===== config.mk =====
export PLATFORM = sky130hd
export DESIGN_NAME = maze_map_store_flat
export DESIGN_NICKNAME = d
export VERILOG_FILES = /design/src/rtl/maze_pkg.sv /design/src/rtl/maze_map_store_if.sv /design/src/rtl/maze_map_rom.sv /design/src/rtl/maze_map_store.sv /design/src/flat_wrapper.sv
export SDC_FILE = /design/constraint.sdc
export NUM_CORES = 1
export LEC_CHECK = 0
export BUFFER_PORTS_ARGS = -buffer_cell sky130_fd_sc_hd__buf_2
export CAP_MARGIN = 10
export CORE_MARGIN = 3
export CORE_UTILIZATION = 55
export DETAILED_ROUTE_END_ITERATION = 16
export HOLD_SLACK_MARGIN = 0.06
export PLACE_DENSITY = 0.75
export SYNTH_ARGS = -nofsm -noshare
export SYNTH_HDL_FRONTEND = slang
export SYNTH_SLANG_ARGS = --single-unit
export TNS_END_PERCENT = 1

===== constraint.sdc =====
create_clock -name clk -period 2.1 [get_ports clk]
set_clock_uncertainty 0.15 [all_clocks]
set_input_delay 0.315 -clock clk [delete_from_list [all_inputs] [get_ports clk]]
set_output_delay 0.315 -clock clk [all_outputs]
set_load 0.01 [all_outputs]

===== src/rtl/maze_pkg.sv =====
// Shared maze definitions: default geometry, built-in map contents and the loader state enum.
package maze_pkg;

    localparam int MAZE_WIDTH    = 8;
    localparam int MAZE_HEIGHT   = 8;
    localparam int MAZE_NUM_MAPS = 2;

    // Row 0 sits in the top byte; within a row bit 7 is column 0 and 1 means open.
    localparam logic [63:0] MAP0_ROWS = 64'hFF81_BDA5_A5BD_81FF;
    localparam logic [63:0] MAP1_ROWS = 64'h0FFC_27EA_8E92_B6E4;

    typedef enum logic [1:0] {
        IDLE,
        LOAD,
        DONE
    } state_t;

    function automatic logic [7:0] map_src_row(input int map_idx, input int row_idx);
        logic [63:0] rows;
        case (map_idx)
            0:       rows = MAP0_ROWS;
            1:       rows = MAP1_ROWS;
            default: rows = '0;
        endcase
        if (row_idx < 0 || row_idx > 7) begin
            return 8'h00;
        end
        rows = rows >> (8 * (7 - row_idx));
        return rows[7:0];
    endfunction

endpackage


===== src/rtl/maze_map_store_if.sv =====
// Request/response bundle between the maze store and its clients.
// The cell edit signals exist only when MAZE_EDIT_EN is defined.
interface maze_map_store_if
    import maze_pkg::*;
#(
    parameter int WIDTH    = MAZE_WIDTH,
    parameter int HEIGHT   = MAZE_HEIGHT,
    parameter int NUM_MAPS = MAZE_NUM_MAPS
);
    localparam int MW = (NUM_MAPS > 1) ? $clog2(NUM_MAPS) : 1;
    localparam int XW = $clog2(WIDTH);
    localparam int YW = $clog2(HEIGHT);

    logic          load_req;
    logic [MW-1:0] load_sel;
    logic          load_err;
    logic          busy;

    logic          q_valid;
    logic [XW-1:0] q_x;
    logic [YW-1:0] q_y;
    logic          r_valid;
    logic          r_open;
    logic          r_oob;

    logic             row_req;
    logic [YW-1:0]    row_y;
    logic             row_valid;
    logic [WIDTH-1:0] row_data;

`ifdef MAZE_EDIT_EN
    logic          e_valid;
    logic [XW-1:0] e_x;
    logic [YW-1:0] e_y;
    logic          e_open;
`endif

    modport master (
`ifdef MAZE_EDIT_EN
        output e_valid, e_x, e_y, e_open,
`endif
        output load_req, load_sel, q_valid, q_x, q_y, row_req, row_y,
        input  load_err, busy, r_valid, r_open, r_oob, row_valid, row_data
    );

    modport slave (
`ifdef MAZE_EDIT_EN
        input  e_valid, e_x, e_y, e_open,
`endif
        input  load_req, load_sel, q_valid, q_x, q_y, row_req, row_y,
        output load_err, busy, r_valid, r_open, r_oob, row_valid, row_data
    );

endinterface


===== src/rtl/maze_map_rom.sv =====
// Registered map ROM: one WIDTH-bit row per read, one cycle after en is sampled high.
module maze_map_rom
    import maze_pkg::*;
#(
    parameter int WIDTH = MAZE_WIDTH,
    parameter int MW    = 1,
    parameter int YW    = 3
) (
    input  logic             clk,
    input  logic             en,
    input  logic [MW-1:0]    map_sel,
    input  logic [YW-1:0]    addr,
    output logic [WIDTH-1:0] data
);

    // Stored maps are 8 columns wide; narrower mazes keep the leftmost columns, wider ones pad closed.
    function automatic logic [WIDTH-1:0] fit_row(input logic [7:0] src);
        logic [WIDTH-1:0] r;
        r = '0;
        for (int x = 0; x < WIDTH; x++) begin
            if (x < 8) begin
                r[WIDTH-1-x] = src[3'(7 - x)];
            end
        end
        return r;
    endfunction

    always_ff @(posedge clk) begin
        if (en) begin
            data <= fit_row(map_src_row(int'(map_sel), int'(addr)));
        end
    end

endmodule


===== src/rtl/maze_map_store.sv =====
// Active maze storage: loads maps row by row from ROM and answers cell and row reads.
// Define MAZE_EDIT_EN to add the single-cell edit port.
module maze_map_store
    import maze_pkg::*;
#(
    parameter int WIDTH    = MAZE_WIDTH,
    parameter int HEIGHT   = MAZE_HEIGHT,
    parameter int NUM_MAPS = MAZE_NUM_MAPS
) (
    input logic             clk,
    input logic             rst,
    maze_map_store_if.slave bus
);
    localparam int MW = (NUM_MAPS > 1) ? $clog2(NUM_MAPS) : 1;
    localparam int XW = $clog2(WIDTH);
    localparam int YW = $clog2(HEIGHT);

    state_t           state;
    state_t           next_state;
    logic [YW-1:0]    row_cnt;
    logic [YW-1:0]    wr_row;
    logic [MW-1:0]    map_q;
    logic             wr_pend;
    logic             busy;
    logic             rom_en;
    logic             load_bad;
    logic             load_ok;
    logic             q_ok;
    logic             q_oob;
    logic             q_bit;
    logic             row_ok;
    logic             row_in;
    logic [WIDTH-1:0] q_row;
    logic [WIDTH-1:0] rom_data;
    logic [WIDTH-1:0] cells [HEIGHT];

    assign load_bad = int'(bus.load_sel) >= NUM_MAPS;
    assign load_ok  = (state == IDLE) && bus.load_req && !load_bad;
    assign bus.busy = busy;

    maze_map_rom #(
        .WIDTH (WIDTH),
        .MW    (MW),
        .YW    (YW)
    ) u_rom (
        .clk     (clk),
        .en      (rom_en),
        .map_sel (map_q),
        .addr    (row_cnt),
        .data    (rom_data)
    );

    always_ff @(posedge clk) begin
        if (rst) begin
            state <= LOAD;
        end else begin
            state <= next_state;
        end
    end

    always_comb begin
        next_state = state;
        case (state)
            IDLE:    if (load_ok) next_state = LOAD;
            LOAD:    if (row_cnt == YW'(HEIGHT - 1)) next_state = DONE;
            DONE:    next_state = IDLE;
            default: next_state = IDLE;
        endcase
    end

    always_comb begin
        busy   = (state != IDLE);
        rom_en = (state == LOAD);
    end

    // ROM output lags its address by a cycle, so the write row trails row_cnt by one.
    always_ff @(posedge clk) begin
        if (rst) begin
            row_cnt      <= '0;
            map_q        <= '0;
            wr_pend      <= 1'b0;
            wr_row       <= '0;
            bus.load_err <= 1'b0;
        end else begin
            wr_pend      <= rom_en;
            wr_row       <= row_cnt;
            bus.load_err <= (state == IDLE) && bus.load_req && load_bad;
            if (load_ok) begin
                map_q   <= bus.load_sel;
                row_cnt <= '0;
            end else if (rom_en) begin
                row_cnt <= row_cnt + 1'b1;
            end
        end
    end

`ifdef MAZE_EDIT_EN
    logic e_ok;
    assign e_ok = bus.e_valid && !busy && (int'(bus.e_x) < WIDTH) && (int'(bus.e_y) < HEIGHT);
`endif

    always_ff @(posedge clk) begin
        if (rst) begin
            for (int y = 0; y < HEIGHT; y++) begin
                cells[y] <= '0;
            end
        end else if (wr_pend) begin
            cells[wr_row] <= rom_data;
`ifdef MAZE_EDIT_EN
        end else if (e_ok) begin
            cells[bus.e_y][XW'(WIDTH - 1) - bus.e_x] <= bus.e_open;
`endif
        end
    end

    always_comb begin
        q_ok   = bus.q_valid && !busy;
        q_oob  = (int'(bus.q_x) >= WIDTH) || (int'(bus.q_y) >= HEIGHT);
        q_row  = cells[bus.q_y];
        q_bit  = q_row[XW'(WIDTH - 1) - bus.q_x];
        row_ok = bus.row_req && !busy;
        row_in = int'(bus.row_y) < HEIGHT;
    end

    // Response fields are zeroed whenever their strobe is low.
    always_ff @(posedge clk) begin
        if (rst) begin
            bus.r_valid   <= 1'b0;
            bus.r_open    <= 1'b0;
            bus.r_oob     <= 1'b0;
            bus.row_valid <= 1'b0;
            bus.row_data  <= '0;
        end else begin
            bus.r_valid   <= q_ok;
            bus.r_open    <= q_ok && !q_oob && q_bit;
            bus.r_oob     <= q_ok && q_oob;
            bus.row_valid <= row_ok;
            bus.row_data  <= (row_ok && row_in) ? cells[bus.row_y] : '0;
        end
    end

endmodule

===== src/flat_wrapper.sv =====
// flat-port wrapper written by rule: the top's interface ports become plain ports
module maze_map_store_flat import maze_pkg::*;
#(
    parameter int WIDTH    = MAZE_WIDTH,
    parameter int HEIGHT   = MAZE_HEIGHT,
    parameter int NUM_MAPS = MAZE_NUM_MAPS
)
  (clk, rst, bus_load_req, bus_load_sel, bus_q_valid, bus_q_x, bus_q_y, bus_row_req, bus_row_y, bus_load_err, bus_busy, bus_r_valid, bus_r_open, bus_r_oob, bus_row_valid, bus_row_data);
  maze_map_store_if #(.WIDTH(WIDTH), .HEIGHT(HEIGHT), .NUM_MAPS(NUM_MAPS)) bus_i ();
  input logic clk;
  input logic rst;
  input wire logic [$bits(bus_i.load_req)-1:0] bus_load_req;
  input wire logic [$bits(bus_i.load_sel)-1:0] bus_load_sel;
  input wire logic [$bits(bus_i.q_valid)-1:0] bus_q_valid;
  input wire logic [$bits(bus_i.q_x)-1:0] bus_q_x;
  input wire logic [$bits(bus_i.q_y)-1:0] bus_q_y;
  input wire logic [$bits(bus_i.row_req)-1:0] bus_row_req;
  input wire logic [$bits(bus_i.row_y)-1:0] bus_row_y;
  output wire logic [$bits(bus_i.load_err)-1:0] bus_load_err;
  output wire logic [$bits(bus_i.busy)-1:0] bus_busy;
  output wire logic [$bits(bus_i.r_valid)-1:0] bus_r_valid;
  output wire logic [$bits(bus_i.r_open)-1:0] bus_r_open;
  output wire logic [$bits(bus_i.r_oob)-1:0] bus_r_oob;
  output wire logic [$bits(bus_i.row_valid)-1:0] bus_row_valid;
  output wire logic [$bits(bus_i.row_data)-1:0] bus_row_data;
  assign bus_i.load_req = bus_load_req;
  assign bus_i.load_sel = bus_load_sel;
  assign bus_i.q_valid = bus_q_valid;
  assign bus_i.q_x = bus_q_x;
  assign bus_i.q_y = bus_q_y;
  assign bus_i.row_req = bus_row_req;
  assign bus_i.row_y = bus_row_y;
  assign bus_load_err = bus_i.load_err;
  assign bus_busy = bus_i.busy;
  assign bus_r_valid = bus_i.r_valid;
  assign bus_r_open = bus_i.r_open;
  assign bus_r_oob = bus_i.r_oob;
  assign bus_row_valid = bus_i.row_valid;
  assign bus_row_data = bus_i.row_data;
  maze_map_store #(.WIDTH(WIDTH), .HEIGHT(HEIGHT), .NUM_MAPS(NUM_MAPS)) u_core (.clk(clk), .rst(rst), .bus(bus_i));
endmodule

==> flow_metrics.env <==
export IMPL_regArea_mm2=0.00142
export IMPL_rsz0062_at_grt="no"
export IMPL_postLayoutCellArea_mm2=0.00286
export IMPL_p_leak_nw=1.16
export IMPL_postCtsHoldBufs=0
export IMPL_drive_gt1_frac=0.248
export IMPL_ant_nets=0
export IMPL_finalNetCount=246
export IMPL_drt_initial_drc_count=109
export IMPL_cp_arrival_ns=1.57
export IMPL_rows=24
export IMPL_first_pass_iters=4
export IMPL_h_tree_depth=2
export IMPL_slew_headroom=0.604
export IMPL_setup_tns_final_ns=0
export IMPL_ios=29
export IMPL_cts_resized=0
export IMPL_drc=0
export IMPL_start_util=0.589
export IMPL_period_minus_slack_ns=1.70
export IMPL_rr_startpoint="u_core.wr_pend$_SDFF_PP0_"
export IMPL_coreArea_mm2=0.00450
export IMPL_synth_cell_types=31
export IMPL_antenna_cells=0
export IMPL_synthCells=204
export IMPL_powerDensity_mw_per_mm2=691
export IMPL_reg2reg_depth=3
export IMPL_hold_class="input pin to flop"
export IMPL_cts_root_buffer="clkbuf_8"
export IMPL_dp_hpwl_um=3800
export IMPL_reg2reg_slack_ns=0.40
export IMPL_setup_viol=0
export IMPL_max_freq_mhz=588
export IMPL_place_inst=270
export IMPL_power_mw=1.98
export IMPL_clock_latency_ns=0.30
export IMPL_endpoint_kind="flop"
export IMPL_min_to="u_core.wr_row[2]$_SDFF_PP0_"
export IMPL_grt_max_degree=17
export IMPL_first_global_vias=1538
export IMPL_tritoncts="yes"
export IMPL_ys_ff_latch=53
export IMPL_syn_area_per_cell_um2=13.0
export IMPL_finalMaxSlewViolations=0
export IMPL_status="completed"
export IMPL_ys_seq_area_frac=0.535
export IMPL_dieHeight_um=75.5
export IMPL_overflow=0
export IMPL_path_max_fanout=5
export IMPL_detail_route_wl_per_cell_um=17.3
export IMPL_fin_cells=278
export IMPL_start_kind="flop"
export IMPL_num_fill_cells=353
export IMPL_syn_area_mm2=0.00266
export IMPL_grt_pass1_wl_um=7540
export IMPL_hold_violations=0
export IMPL_multi_input_area_mm2=0.00113
export IMPL_routed_wirelength_um=4800
export IMPL_cts_buffer_depth=2
export IMPL_cap_violations=0
export IMPL_syn2layout_area_growth_pct=7.68
export IMPL_r2r_end="u_core.cells[6][2]$_SDFFCE_PN0P_"
export IMPL_ys_warn_count=0
export IMPL_clk_pin_slew_ns=0.09
export IMPL_clock_sinks=53
export IMPL_num_vias=1597
export IMPL_dieArea_mm2=0.00570
export IMPL_portBuffers=22
export IMPL_cts_setup_buffers=0
export IMPL_cts_buffers=5
export IMPL_fin_crit_sh=0.810
export IMPL_gr_usage_all_layers=0.188
export IMPL_required_ns=1.97
export IMPL_die_x_um=75.5
export IMPL_gp_congestion=0.901
export IMPL_antenna_found_initial=0
export IMPL_startpoint="u_core.wr_pend$_SDFF_PP0_"
export IMPL_tightest_slew_ns=0.586
export IMPL_holdPathStages=2
export IMPL_placed_cell_area_mm2=0.00277
export IMPL_ir_drop_v=0.000307
export IMPL_vias_per_cell=5.74
export IMPL_hold_path_startpoint="rst"
export IMPL_critPathKind="flop to flop"
worst max-delay path by stage:
stage / cells past startpoint / endpoint / slack [ns]
floorplan: 3 / u_core.cells[0][0]$_SDFFCE_PN0P_ / 0.43
global placement: 4 / u_core.cells[0][2]$_SDFFCE_PN0P_ / 0.31
detailed placement: 4 / u_core.cells[6][2]$_SDFFCE_PN0P_ / 0.23
CTS: 3 / u_core.cells[6][2]$_SDFFCE_PN0P_ / 0.39
global route: 3 / u_core.cells[6][2]$_SDFFCE_PN0P_ / 0.28
finish: 3 / u_core.cells[6][2]$_SDFFCE_PN0P_ / 0.40
placed cells by master (no fill, tap or decap), types with 2 or more instances in the layout:
cell type | netlist | final
a31oi_1 | 2 | 2
conb_1 | 1 | 6
a22oi_1 | 2 | 2
inv_1 | 5 | 5
ha_1 | 6 | 6
nor3_1 | 3 | 3
buf_2 | 1 | 22
nor2b_1 | 3 | 3
nand2b_1 | 3 | 3
dfxtp_1 | 17 | 17
buf_4 | 6 | 3
nand3b_1 | 3 | 3
mux4_1 | 4 | 4
clkbuf_8 | 0 | 5
edfxtp_1 | 36 | 36
and2_1 | 33 | 33
clkinv_2 | 0 | 2
nor2_1 | 19 | 19
mux2i_1 | 11 | 11
or2_2 | 9 | 9
mux4_2 | 12 | 12
nand2_1 | 4 | 4
a21oi_1 | 7 | 7
per-layer routing:
metal	GRT usage	vias to the layer above	wire, µm
met1	0.210	772	1990
met2	0.328	51	2430
met4	0.0913	0	138
met5	0	-	0
li1	-	764	-
met3	0.0528	10	241
metrics by stage:
stage / setup WS (ns) / hold WS (ns) / utilization
floorplan: 0.429 / 0.295 / -
global placement: 0.308 / 0.349 / 0.616
detailed placement: 0.234 / 0.369 / 0.616
CTS: 0.389 / 0.116 / 0.635
global route: 0.280 / 0.117 / 0.635
finish: 0.399 / 0.133 / 0.635
worst max-delay path: stages, from the launching register on:
cell and delay [ns]:
dfxtp_1 0.33, or3b_2 0.49, nor2_1 0.24, or2_2 0.21
registers in the layout, summed over array words and instances (netlist names):
name	cells
u_core.row_cnt	3
u_core.state	2
u_core.wr_pend	1
u_core.wr_row	3
u_core.bus.r_open	1
u_core.map_q	1
u_core.bus.row_data	4
u_core.cells	32
u_core.bus.row_valid	1
u_core.bus.r_valid	1
u_core.u_rom.data	4
cell type report:
type / instances / share of cell area
clock inverters: 3 / 0.00613
flip-flops and latches: 53 / 0.497
multi-input cells: 135 / 0.397
repair buffers: 25 / 0.0464
well taps: 52 / 0.0228
clock buffers: 5 / 0.0241
inverters: 5 / 0.00656
cell families after synthesis:
kind of cell	after synthesis	share of synthesized area
xor gates and xnor gates	1	0.00330
DFF	53	0.535
AOI/OAI and AO/OA	14	0.0320
buffers and inverters	21	0.0443
adders and majority gates	6	0.0283
other	1	0.00141
and+or+nand+nor	80	0.168
muxes	28	0.187
synth_stat cells (all sizes together):
| cell type | count | area (µm²) |
|---|---|---|
| o21ai | 1 | 5.00 |
| edfxtp | 36 | 1080 |
| mux2i | 11 | 110 |
| mux4 | 16 | 375 |
| o211a | 1 | 10.0 |
| ha | 6 | 75.1 |
| a31oi | 2 | 12.5 |
| nor4b | 1 | 8.76 |
| conb | 1 | 3.75 |
| or3b | 1 | 8.76 |
| xnor2 | 1 | 8.76 |
| nor2 | 19 | 71.3 |
| inv | 5 | 18.8 |
| nand2b | 3 | 18.8 |
| nand2 | 4 | 15.0 |
| mux2 | 1 | 11.3 |
| nor2b | 3 | 18.8 |
| a22oi | 2 | 15.0 |
| buf | 9 | 72.6 |
| dfxtp | 17 | 340 |
| a21oi | 7 | 35.0 |
| clkbuf | 7 | 26.3 |
| nand3b | 3 | 22.5 |
| and2 | 33 | 206 |
| or2 | 9 | 56.3 |
| nand3 | 1 | 5.00 |
| o21bai | 1 | 7.51 |
| nor3 | 3 | 15.0 |
where the power goes:
group,leakage [nW],total [mW],switching (mW),internal (mW)
registers,0.507,1.22,0.0587,1.17
clock network,0.0439,0.557,0.326,0.231
logic,0.607,0.195,0.0871,0.108
Note: power is estimated with default switching activity, not from simulation.
